--- src/rtl/reorder_buffer_pkg.sv ---
// Shared constants, state type and capacity helper for the reorder buffer slice.
package reorder_buffer_pkg;

    localparam int RegWidth   = 5;
    localparam int IDWidth    = 32;
    localparam int DataWidth  = 32;
    localparam int ROBWidth   = 4;
    localparam int RobTagNone = 0;

    typedef enum logic [0:0] {
        ST_RUN   = 1'b0,
        ST_FLUSH = 1'b1
    } rob_state_e;

    // Tag 0 is reserved, so a W-bit tag space holds one entry fewer than 2^W.
    function automatic int rob_capacity(input int w);
        return (32'sd1 <<< w) - 32'sd1;
    endfunction

endpackage

--- src/rtl/reorder_buffer_tag_ptr.sv ---
// Wrapping tag pointer for the reorder buffer: counts 1..2^W-1, never yields tag 0.
module rob_tag_ptr #(
    parameter int W = 4
) (
    input  logic         clk_i,
    input  logic         rst_i,
    input  logic         clr_i,
    input  logic         inc_i,
    output logic [W-1:0] ptr_o
);

    localparam logic [W-1:0] TagFirst = W'(32'd1);
    localparam logic [W-1:0] TagLast  = {W{1'b1}};

    logic [W-1:0] ptr_q;
    logic [W-1:0] ptr_d;

    // Next pointer: clear wins over increment.
    always_comb begin
        ptr_d = ptr_q;
        if (clr_i) begin
            ptr_d = TagFirst;
        end else if (inc_i) begin
            ptr_d = (ptr_q == TagLast) ? TagFirst : (ptr_q + TagFirst);
        end else begin
            ptr_d = ptr_q;
        end
    end

    // Pointer register.
    always_ff @(posedge clk_i or posedge rst_i) begin
        if (rst_i) begin
            ptr_q <= TagFirst;
        end else begin
            ptr_q <= ptr_d;
        end
    end

    assign ptr_o = ptr_q;

endmodule

--- src/rtl/reorder_buffer.sv ---
// Reorder buffer: in-order tag allocation, CDB capture, in-order retirement, mispredict flush.
// Optional macro ROB_BYPASS_EN forwards a same-cycle CDB broadcast to operand queries.
module reorder_buffer
    import reorder_buffer_pkg::*;
#(
    parameter int ROB_WIDTH  = ROBWidth,
    parameter int REG_WIDTH  = RegWidth,
    parameter int DATA_WIDTH = DataWidth,
    parameter int ADDR_WIDTH = IDWidth
) (
    input  logic                  clk_in,
    input  logic                  rst_in,
    input  logic                  rdy_in,
    input  logic                  dispatcher_rob_en_in,
    input  logic [REG_WIDTH-1:0]  dispatcher_rob_rd_in,
    input  logic                  dispatcher_rob_branch_in,
    input  logic                  dispatcher_rob_pred_in,
    output logic                  rob_dispatcher_full_out,
    output logic [ROB_WIDTH-1:0]  rob_dispatcher_tag_out,
    input  logic [ROB_WIDTH-1:0]  dispatcher_rob_qs_in,
    output logic                  rob_dispatcher_qs_ready_out,
    output logic [DATA_WIDTH-1:0] rob_dispatcher_qs_value_out,
    input  logic [ROB_WIDTH-1:0]  dispatcher_rob_qt_in,
    output logic                  rob_dispatcher_qt_ready_out,
    output logic [DATA_WIDTH-1:0] rob_dispatcher_qt_value_out,
    input  logic                  cdb_rob_en_in,
    input  logic [ROB_WIDTH-1:0]  cdb_rob_tag_in,
    input  logic [DATA_WIDTH-1:0] cdb_rob_value_in,
    input  logic                  cdb_rob_taken_in,
    input  logic [ADDR_WIDTH-1:0] cdb_rob_target_in,
    output logic                  rob_regfile_en_out,
    output logic [REG_WIDTH-1:0]  rob_regfile_d_out,
    output logic [DATA_WIDTH-1:0] rob_regfile_value_out,
    output logic [ROB_WIDTH-1:0]  rob_regfile_h_out,
    output logic                  rob_regfile_rst_out,
    output logic [ADDR_WIDTH-1:0] rob_fetcher_pc_out
);

    localparam int                   Depth    = 1 << ROB_WIDTH;
    localparam logic [ROB_WIDTH-1:0] Capacity = ROB_WIDTH'(rob_capacity(ROB_WIDTH));
    localparam logic [ROB_WIDTH-1:0] TagNone  = ROB_WIDTH'(RobTagNone);
    localparam logic [ROB_WIDTH-1:0] CountOne = ROB_WIDTH'(32'd1);

    rob_state_e           state_q;
    rob_state_e           state_d;
    logic [ROB_WIDTH-1:0] count_q;
    logic [ROB_WIDTH-1:0] count_d;
    logic [ROB_WIDTH-1:0] head_s;
    logic [ROB_WIDTH-1:0] tail_s;

    logic [Depth-1:0]      valid_q;
    logic [Depth-1:0]      ready_q;
    logic [Depth-1:0]      branch_q;
    logic [Depth-1:0]      pred_q;
    logic [Depth-1:0]      taken_q;
    logic [REG_WIDTH-1:0]  rd_q        [Depth];
    logic [DATA_WIDTH-1:0] ent_value_q [Depth];
    logic [ADDR_WIDTH-1:0] target_q    [Depth];

    logic full_s;
    logic alloc_s;
    logic commit_s;
    logic mispredict_s;
    logic flush_s;
    logic cdb_hit_s;

    logic                  commit_en_q;
    logic [REG_WIDTH-1:0]  commit_rd_q;
    logic [DATA_WIDTH-1:0] commit_value_q;
    logic [ROB_WIDTH-1:0]  commit_tag_q;
    logic                  flush_rst_q;
    logic [ADDR_WIDTH-1:0] flush_pc_q;
    logic [ADDR_WIDTH-1:0] redirect_pc_q;

    logic                  qs_hit_s;
    logic                  qt_hit_s;
    logic                  qs_byp_s;
    logic                  qt_byp_s;
    logic                  qs_ready_s;
    logic                  qt_ready_s;
    logic [DATA_WIDTH-1:0] qs_value_s;
    logic [DATA_WIDTH-1:0] qt_value_s;

    rob_tag_ptr #(.W(ROB_WIDTH)) u_head (
        .clk_i (clk_in),
        .rst_i (rst_in),
        .clr_i (flush_s),
        .inc_i (commit_s),
        .ptr_o (head_s)
    );

    rob_tag_ptr #(.W(ROB_WIDTH)) u_tail (
        .clk_i (clk_in),
        .rst_i (rst_in),
        .clr_i (flush_s),
        .inc_i (alloc_s),
        .ptr_o (tail_s)
    );

    // Per-cycle control decisions; everything is gated by rdy_in.
    always_comb begin
        full_s       = (count_q == Capacity) || (state_q == ST_FLUSH);
        alloc_s      = rdy_in && dispatcher_rob_en_in && !full_s;
        commit_s     = rdy_in && (state_q == ST_RUN) && valid_q[head_s] && ready_q[head_s];
        mispredict_s = commit_s && branch_q[head_s] && (taken_q[head_s] != pred_q[head_s]);
        flush_s      = rdy_in && (state_q == ST_FLUSH);
        cdb_hit_s    = rdy_in && cdb_rob_en_in && (cdb_rob_tag_in != TagNone)
                       && valid_q[cdb_rob_tag_in];
    end

    // RUN/FLUSH next state and occupancy.
    always_comb begin
        state_d = state_q;
        count_d = count_q;
        case (state_q)
            ST_RUN:   state_d = mispredict_s ? ST_FLUSH : ST_RUN;
            ST_FLUSH: state_d = rdy_in ? ST_RUN : ST_FLUSH;
            default:  state_d = ST_RUN;
        endcase
        if (flush_s) begin
            count_d = '0;
        end else if (alloc_s && !commit_s) begin
            count_d = count_q + CountOne;
        end else if (commit_s && !alloc_s) begin
            count_d = count_q - CountOne;
        end else begin
            count_d = count_q;
        end
    end

    // State and occupancy registers.
    always_ff @(posedge clk_in or posedge rst_in) begin
        if (rst_in) begin
            state_q <= ST_RUN;
            count_q <= '0;
        end else begin
            state_q <= state_d;
            count_q <= count_d;
        end
    end

    // Entry storage. Allocation always lands on an invalid slot, so it never races a CDB hit.
    always_ff @(posedge clk_in or posedge rst_in) begin
        if (rst_in) begin
            valid_q  <= '0;
            ready_q  <= '0;
            branch_q <= '0;
            pred_q   <= '0;
            taken_q  <= '0;
            for (int i = 0; i < Depth; i++) begin
                rd_q[i]        <= '0;
                ent_value_q[i] <= '0;
                target_q[i]    <= '0;
            end
        end else if (flush_s) begin
            valid_q <= '0;
            ready_q <= '0;
        end else begin
            if (commit_s) begin
                valid_q[head_s] <= 1'b0;
            end
            if (alloc_s) begin
                valid_q[tail_s]     <= 1'b1;
                ready_q[tail_s]     <= 1'b0;
                branch_q[tail_s]    <= dispatcher_rob_branch_in;
                pred_q[tail_s]      <= dispatcher_rob_pred_in;
                taken_q[tail_s]     <= 1'b0;
                rd_q[tail_s]        <= dispatcher_rob_rd_in;
                ent_value_q[tail_s] <= '0;
                target_q[tail_s]    <= '0;
            end
            if (cdb_hit_s) begin
                ready_q[cdb_rob_tag_in]     <= 1'b1;
                taken_q[cdb_rob_tag_in]     <= cdb_rob_taken_in;
                ent_value_q[cdb_rob_tag_in] <= cdb_rob_value_in;
                target_q[cdb_rob_tag_in]    <= cdb_rob_target_in;
            end
        end
    end

    // Registered commit/flush outputs. The redirect pc is latched at the mispredict
    // commit and presented one cycle later, so the rd write never meets rst_out.
    always_ff @(posedge clk_in or posedge rst_in) begin
        if (rst_in) begin
            commit_en_q    <= 1'b0;
            commit_rd_q    <= '0;
            commit_value_q <= '0;
            commit_tag_q   <= '0;
            flush_rst_q    <= 1'b0;
            flush_pc_q     <= '0;
            redirect_pc_q  <= '0;
        end else if (!rdy_in) begin
            commit_en_q <= 1'b0;
            flush_rst_q <= 1'b0;
        end else begin
            commit_en_q <= commit_s && (rd_q[head_s] != '0);
            flush_rst_q <= flush_s;
            if (commit_s) begin
                commit_rd_q    <= rd_q[head_s];
                commit_value_q <= ent_value_q[head_s];
                commit_tag_q   <= head_s;
            end
            if (mispredict_s) begin
                flush_pc_q <= target_q[head_s];
            end
            if (flush_s) begin
                redirect_pc_q <= flush_pc_q;
            end
        end
    end

    // Operand queries; tag 0 and invalid entries read as not ready with value 0.
    always_comb begin
        qs_hit_s = (dispatcher_rob_qs_in != TagNone) && valid_q[dispatcher_rob_qs_in];
        qt_hit_s = (dispatcher_rob_qt_in != TagNone) && valid_q[dispatcher_rob_qt_in];
`ifdef ROB_BYPASS_EN
        qs_byp_s = qs_hit_s && cdb_rob_en_in && (cdb_rob_tag_in == dispatcher_rob_qs_in);
        qt_byp_s = qt_hit_s && cdb_rob_en_in && (cdb_rob_tag_in == dispatcher_rob_qt_in);
`else
        qs_byp_s = 1'b0;
        qt_byp_s = 1'b0;
`endif
        qs_ready_s = qs_byp_s || (qs_hit_s && ready_q[dispatcher_rob_qs_in]);
        qt_ready_s = qt_byp_s || (qt_hit_s && ready_q[dispatcher_rob_qt_in]);
        qs_value_s = qs_byp_s ? cdb_rob_value_in
                   : (qs_ready_s ? ent_value_q[dispatcher_rob_qs_in] : '0);
        qt_value_s = qt_byp_s ? cdb_rob_value_in
                   : (qt_ready_s ? ent_value_q[dispatcher_rob_qt_in] : '0);
    end

    assign rob_dispatcher_full_out     = full_s;
    assign rob_dispatcher_tag_out      = tail_s;
    assign rob_dispatcher_qs_ready_out = qs_ready_s;
    assign rob_dispatcher_qs_value_out = qs_value_s;
    assign rob_dispatcher_qt_ready_out = qt_ready_s;
    assign rob_dispatcher_qt_value_out = qt_value_s;
    assign rob_regfile_en_out          = commit_en_q;
    assign rob_regfile_d_out           = commit_rd_q;
    assign rob_regfile_value_out       = commit_value_q;
    assign rob_regfile_h_out           = commit_tag_q;
    assign rob_regfile_rst_out         = flush_rst_q;
    assign rob_fetcher_pc_out          = redirect_pc_q;

endmodule

--- config.mk ---
export PLATFORM = sky130hd
export DESIGN_NAME = reorder_buffer
export DESIGN_NICKNAME = d
export VERILOG_FILES = /design/src/rtl/reorder_buffer_pkg.sv /design/src/rtl/reorder_buffer_tag_ptr.sv /design/src/rtl/reorder_buffer.sv
export SDC_FILE = /design/constraint.sdc
export NUM_CORES = 2
export LEC_CHECK = 0
export CAP_MARGIN = 40
export CORE_UTILIZATION = 50
export DETAILED_ROUTE_END_ITERATION = 10
export PLACE_DENSITY = 0.7
export RECOVER_POWER = 50
export SETUP_SLACK_MARGIN = 0.15
export SKIP_CTS_REPAIR_TIMING = 1
export SLEW_MARGIN = 0
export SYNTH_ARGS = -nofsm -noshare
export SYNTH_HDL_FRONTEND = slang
export SYNTH_HIERARCHICAL = 1
export SYNTH_SLANG_ARGS = --single-unit
--- constraint.sdc ---
create_clock -name clk_in -period 49.2 [get_ports clk_in]
set_clock_uncertainty 0.05 [all_clocks]
set_input_delay 12.3 -clock clk_in [delete_from_list [all_inputs] [get_ports clk_in]]
set_output_delay 12.3 -clock clk_in [all_outputs]
set_load 0.01 [all_outputs]
* Yosys cells after proc, flatten, opt, wreduce, memory -nomap -nowiden *
Index checks and enable logic that the tools add are counted.

operators by class
  bitwise logic cells = 17
  add/subtract/negate cells = 4
  magnitude comparators = 15
  mux-type cells = 86
  eq/ne operators = 4
  reduce and logical (&&, ||, !) cells = 38

operator list
  kind                                                        count
  two-way mux 512 bit                                         6
  bitwise AND 512 bit                                         2
  bitwise mux 512 bit                                         2
  binary-select mux 32 bit (select 4 bit)                     4
  inverter 512 bit                                            1
  two-way mux 32 bit                                          12
  demux 32 bit (select 4 bit)                                 2
  two-way mux 16 bit                                          11
  bitwise mux 80 bit                                          1
  bitwise AND 16 bit                                          3
  bitwise mux 16 bit                                          3
  binary-select mux 1 bit (select 4 bit)                      10
  two-way mux 4 bit                                           9
  inverter 16 bit                                             2
  bitwise OR 16 bit                                           2
  greater-or-equal comparator 5 bit, second input constant    5
  less-than comparator 4 x 5 -> 1 bit, second input constant  5
  inverter 4 -> 5 bit                                         5
  logical AND 1 bit                                           23
  binary-select mux 5 bit (select 4 bit)                      1
  demux 5 bit (select 4 bit)                                  1
  two-way mux 1 bit                                           17
  two-way mux 5 bit                                           3
  adder 4 x 1 -> 4 bit, second input constant                 3
  other kinds (15)                                            31

word-level totals
  register bits after elaboration = 1,304
  input bits = 89
  logic and storage cells = 228
  output and inout bits = 146

* Depth between registers and ports, before layout *
  depth after elaboration = 11
  mapped depth = 14
  mapped depth without buffers = 11

* Cells and area by module *
Netlist, hierarchy kept.

by module, submodules not included
  module          cells an instance  times used  area an instance (µm²)  sequential area each (µm²)
  reorder_buffer  4,155              1           63,571.0                32,431.1
  rob_tag_ptr     20                 2           196.4                   101.3

* Worst setup path after synthesis *
Ideal clock, no wire load.

  path kind = input -> output
  from = input dispatcher_rob_qs_in[0]
  to = output rob_dispatcher_qs_value_out[0]
  path buffers = 3
  setup slack = 22.431 ns
  stages on the path = 6
  data arrival time = 14.419 ns
  data required time = 36.850 ns
  cell sequence = clkbuf_1 clkbuf_1 buf_2 mux4_2 mux4_2 nor2b_1

between the ends
  longest elaborated chain between the ends = 5
  elaborated cells on any way between the ends = 12
  those cells by class = mux: 8; bitwise: 1; reduce/logical: 3

ends and longest elaborated chain
  element                                                                                              RTL line                                      text
  start, declared                                                                                      reorder_buffer.sv:20                          input logic [ROB_WIDTH-1:0] dispatcher_rob_qs_in,
  inverter 4 -> 5 bit (implied by the code) or binary-select mux 1 bit (select 4 bit) (tied branches)  reorder_buffer.sv:226, reorder_buffer.sv:214
  binary-select mux 32 bit (select 4 bit) or two-way mux 1 bit (tied branches)                         reorder_buffer.sv:226, reorder_buffer.sv:214
  two-way mux 32 bit (implied by the code) or logical AND 1 bit (tied branches)                        reorder_buffer.sv:226, reorder_buffer.sv:214
  two-way mux 32 bit (implied by the code) or logical AND 1 bit (tied branches)                        reorder_buffer.sv:226, reorder_buffer.sv:223
  two-way mux 32 bit (*)                                                                               reorder_buffer.sv:226                         : (qs_ready_s ? ent_value_q[dispatcher_rob_qs_in] : '0);
  end, declared                                                                                        reorder_buffer.sv:22                          output logic [DATA_WIDTH-1:0] rob_dispatcher_qs_value_out,

Mark *: on every way between the ends. The rest lies on a longest branch, timed or not. The select of a mux whose other input is x is not followed.

* Worst setup path in the final report *
Same ends and word-level chain as after synthesis.

==> reports/qor.yml <==
tightest_slew_ns: 9.38
root_buffer: "clkbuf_16"
dieArea_um2: 129000
setup_viol: 0
cts_buffers: 143
drt-initial-drc-count: 5600
hp-class: "flip-flop to flip-flop"
fin_crit_ns: 28.44
route.detailed.drc: 0
clock-sinks: 1304
grt_usage_pct: 32.4
hold_end: "rob_fetcher_pc_out[5]$_DFFE_PP0P_"
cts.path.max_buffers: 3
pwr-share-clk_pct: 30.9
viasPerCell: 7.35
die_y_um: 360
synth_top_cell_by_area: "dfrtp_1"
synth_seq_area_share_pct: 51.0
fp-row-count: 130
grt_max_degree: 176
nets: 4320
vias: 44100
path_class: "primary input to output pin"
cap_violations: 23
grt_pass1_wl_um: 312000
ys_ff_latch: 1304
hold_start: "flush_pc_q[5]$_DFFE_PP0P_"
min_delay_path_depth: 2
initial_core_util_pct: 50.7
fmax_ghz: 0.0352
internal_power_mw: 2.47
path_max_fanout: 46
seqPwrFrac_pct: 41.3
rsz0062_at_grt: "false"
nFillCells: 9668
regToRegStartpoint: "u_head/ptr_o[1]$_DFFE_PP0P_"
power_density_nw_per_um2: 49.0
yosys_most_used_dff: "dfrtp_1"
r2r-end: "u_head/ptr_o[2]$_DFFE_PP0P_"
path_clk_slew_ns: 0.06
pwr-share-comb_pct: 27.8
post-route-period-util_pct: 57.8
crit_path_end_kind: "output pin"
netlist_top_cells_count: "1302 x dfrtp_1, 977 x a22o_1, 691 x mux4_2"
reg2reg_depth: 10
drtAntennaViolNets: 0
area_delta_synth_final_pct: 13.9
slew_violations: 1272
hold_viol: 0
grt-ovfl-total: 0
cellLeakagePower_nw: 32.2
yosys_warnings: 6
synth_area_leaders: "dfrtp_1 51%, mux4_2 24%, a22o_1 13%"
cp.required_ns: 36.85
die_w_um: 360
startpoint_type: "primary input"
synth_area_per_cell_um2: 15.2
core_region_area_um2: 126000
drt_pass1_iterations: 6
cts_tree: "built"
syn_inst: 4195
syn_area_um2: 64000
crit_arrival_ns: 16.09
gp_congestion: 0.860
hpwl_um: 116000
grt_antenna_before_repair: 25
synth-edff-count: 0
async_reset_ff_share_pct: 100
slew_headroom_pct: -526
peakVddDrop_uv: 35.5
wl_per_cell_um: 34.5
wl_um: 207000
io_pins: 235
violations: "max-capacitance violations, max-slew violations"
clock_latency_ns: 0.78
p_sw_mw: 1.10
swShare_pct: 30.7
status: "complete, but fails checks"
holdWs_ns: 0.420
ys_types: 49
grt_pass1_vias: 45300
synth_most_common_cell: "dfrtp_1"
yosys.area.top_type_share_pct: 50.9
h-tree-depth: 4
syn_nets: 4289
drive_gt1_share_pct: 28.2
tns_ns: 0
portBuffers: 234
reg2reg_slack_ns: 41.46
placed cells by master (no fill, tap or decap), drive strengths merged, types with 22 or more instances in the layout:
cell           instances
dfrtp               1302
a22o                 977
mux4                 691
clkbuf               243
nand2                172
mux2                 171
clkdlybuf4s50        145
buf                  118
nor2b                 81
dlygate4sd3           81
and2                  71
nor2                  53
inv                   25
clkinv                22
area by class of cell:
type                    count  area (um2)  share of cell area, %
flip-flops and latches   1304       32600                   44.8
diodes                     15        37.5                 0.0515
clock buffers             213        4250                   5.84
clock inverters            43         554                  0.761
well taps                1650        2060                   2.83
repair buffers            374        3860                   5.30
multi-input cells        2387       29400                   40.3
inverters                  16        61.3                 0.0841
state kept, by name, summed over array words and instances (netlist names), 4 cells and up:
signal / count
flush_pc_q: 32
branch_q: 16
count_q: 4
rob_regfile_h_out: 4
rd_q: 80
u_head/ptr_o: 4
pred_q: 16
taken_q: 16
ready_q: 16
rob_regfile_value_out: 32
rob_fetcher_pc_out: 32
rob_regfile_d_out: 5
target_q: 512
valid_q: 16
u_tail/ptr_o: 4
ent_value_q: 512
power groups by stage:
stage	combinational, mW	clock, mW	sequential [mW]
2_1_floorplan	0.756	0	1.42
6_report	0.993	1.10	1.48
4_1_cts	1.01	1.11	1.47
3_3_place_gp	0.955	0	1.49
3_5_place_dp	1.01	0	1.48
5_1_grt	1.05	1.15	1.50
layer usage:
layer / wire length, um / vias to the layer above / GRT usage (%)
met4: 10200 / 22 / 15.5
met3: 24800 / 612 / 8.39
li1: - / 16900 / -
met1: 77900 / 23400 / 44.7
met2: 94200 / 3220 / 48.4
met5: 131 / - / 0
cells by family after synthesis:
group	synth area share, %
AOI/OAI and AO/OA	14.4
xor gates and xnor gates	0.0802
adders and majority gates	0.110
buffers and inverters	3.28
DFF	51.0
muxes	27.7
and+or+nand+nor	3.34
per-stage QoR:
stage / util (%) / power, mW / instances / area (um2) / setup WS, ns
floorplan: - / 2.18 / 4195 / 64000 / 0.322
global placement: 53.4 / 2.44 / 5690 / 67500 / 20.20
detailed placement: 54.3 / 2.49 / 5731 / 68500 / 20.66
CTS: 58.1 / 3.59 / 5987 / 73300 / 20.66
global route: 57.7 / 3.71 / 5995 / 72900 / 20.36
finish: 57.7 / 3.57 / 6002 / 72900 / 20.76
worst max-delay path by stage:
stage | from | to | slack (ns) | cells after the start
after global routing | dispatcher_rob_qs_in[0] | rob_dispatcher_qs_value_out[8] | 20.36 | 10
after CTS | dispatcher_rob_qs_in[0] | rob_dispatcher_qs_value_out[0] | 20.66 | 10
after floorplan | rst_in | branch_q[0]$_DFFE_PP0P_ | 0.32 | 1
final | dispatcher_rob_qs_in[0] | rob_dispatcher_qs_value_out[0] | 20.76 | 10
after global placement | dispatcher_rob_qs_in[0] | rob_dispatcher_qs_value_out[20] | 20.20 | 9
after detailed placement | dispatcher_rob_qs_in[0] | rob_dispatcher_qs_value_out[0] | 20.66 | 10
critical path: stages:
cell,delay [ns]
buf_8,0.39
buf_4,0.47
buf_16,0.27
buf_4,0.72
mux4_2,0.41
o21ai_0,0.30
a21oi_4,0.18
buf_12,0.21
nor2b_1,0.15
clkdlybuf4s50_1,0.55
Note: power is estimated with default switching activity, not from simulation.
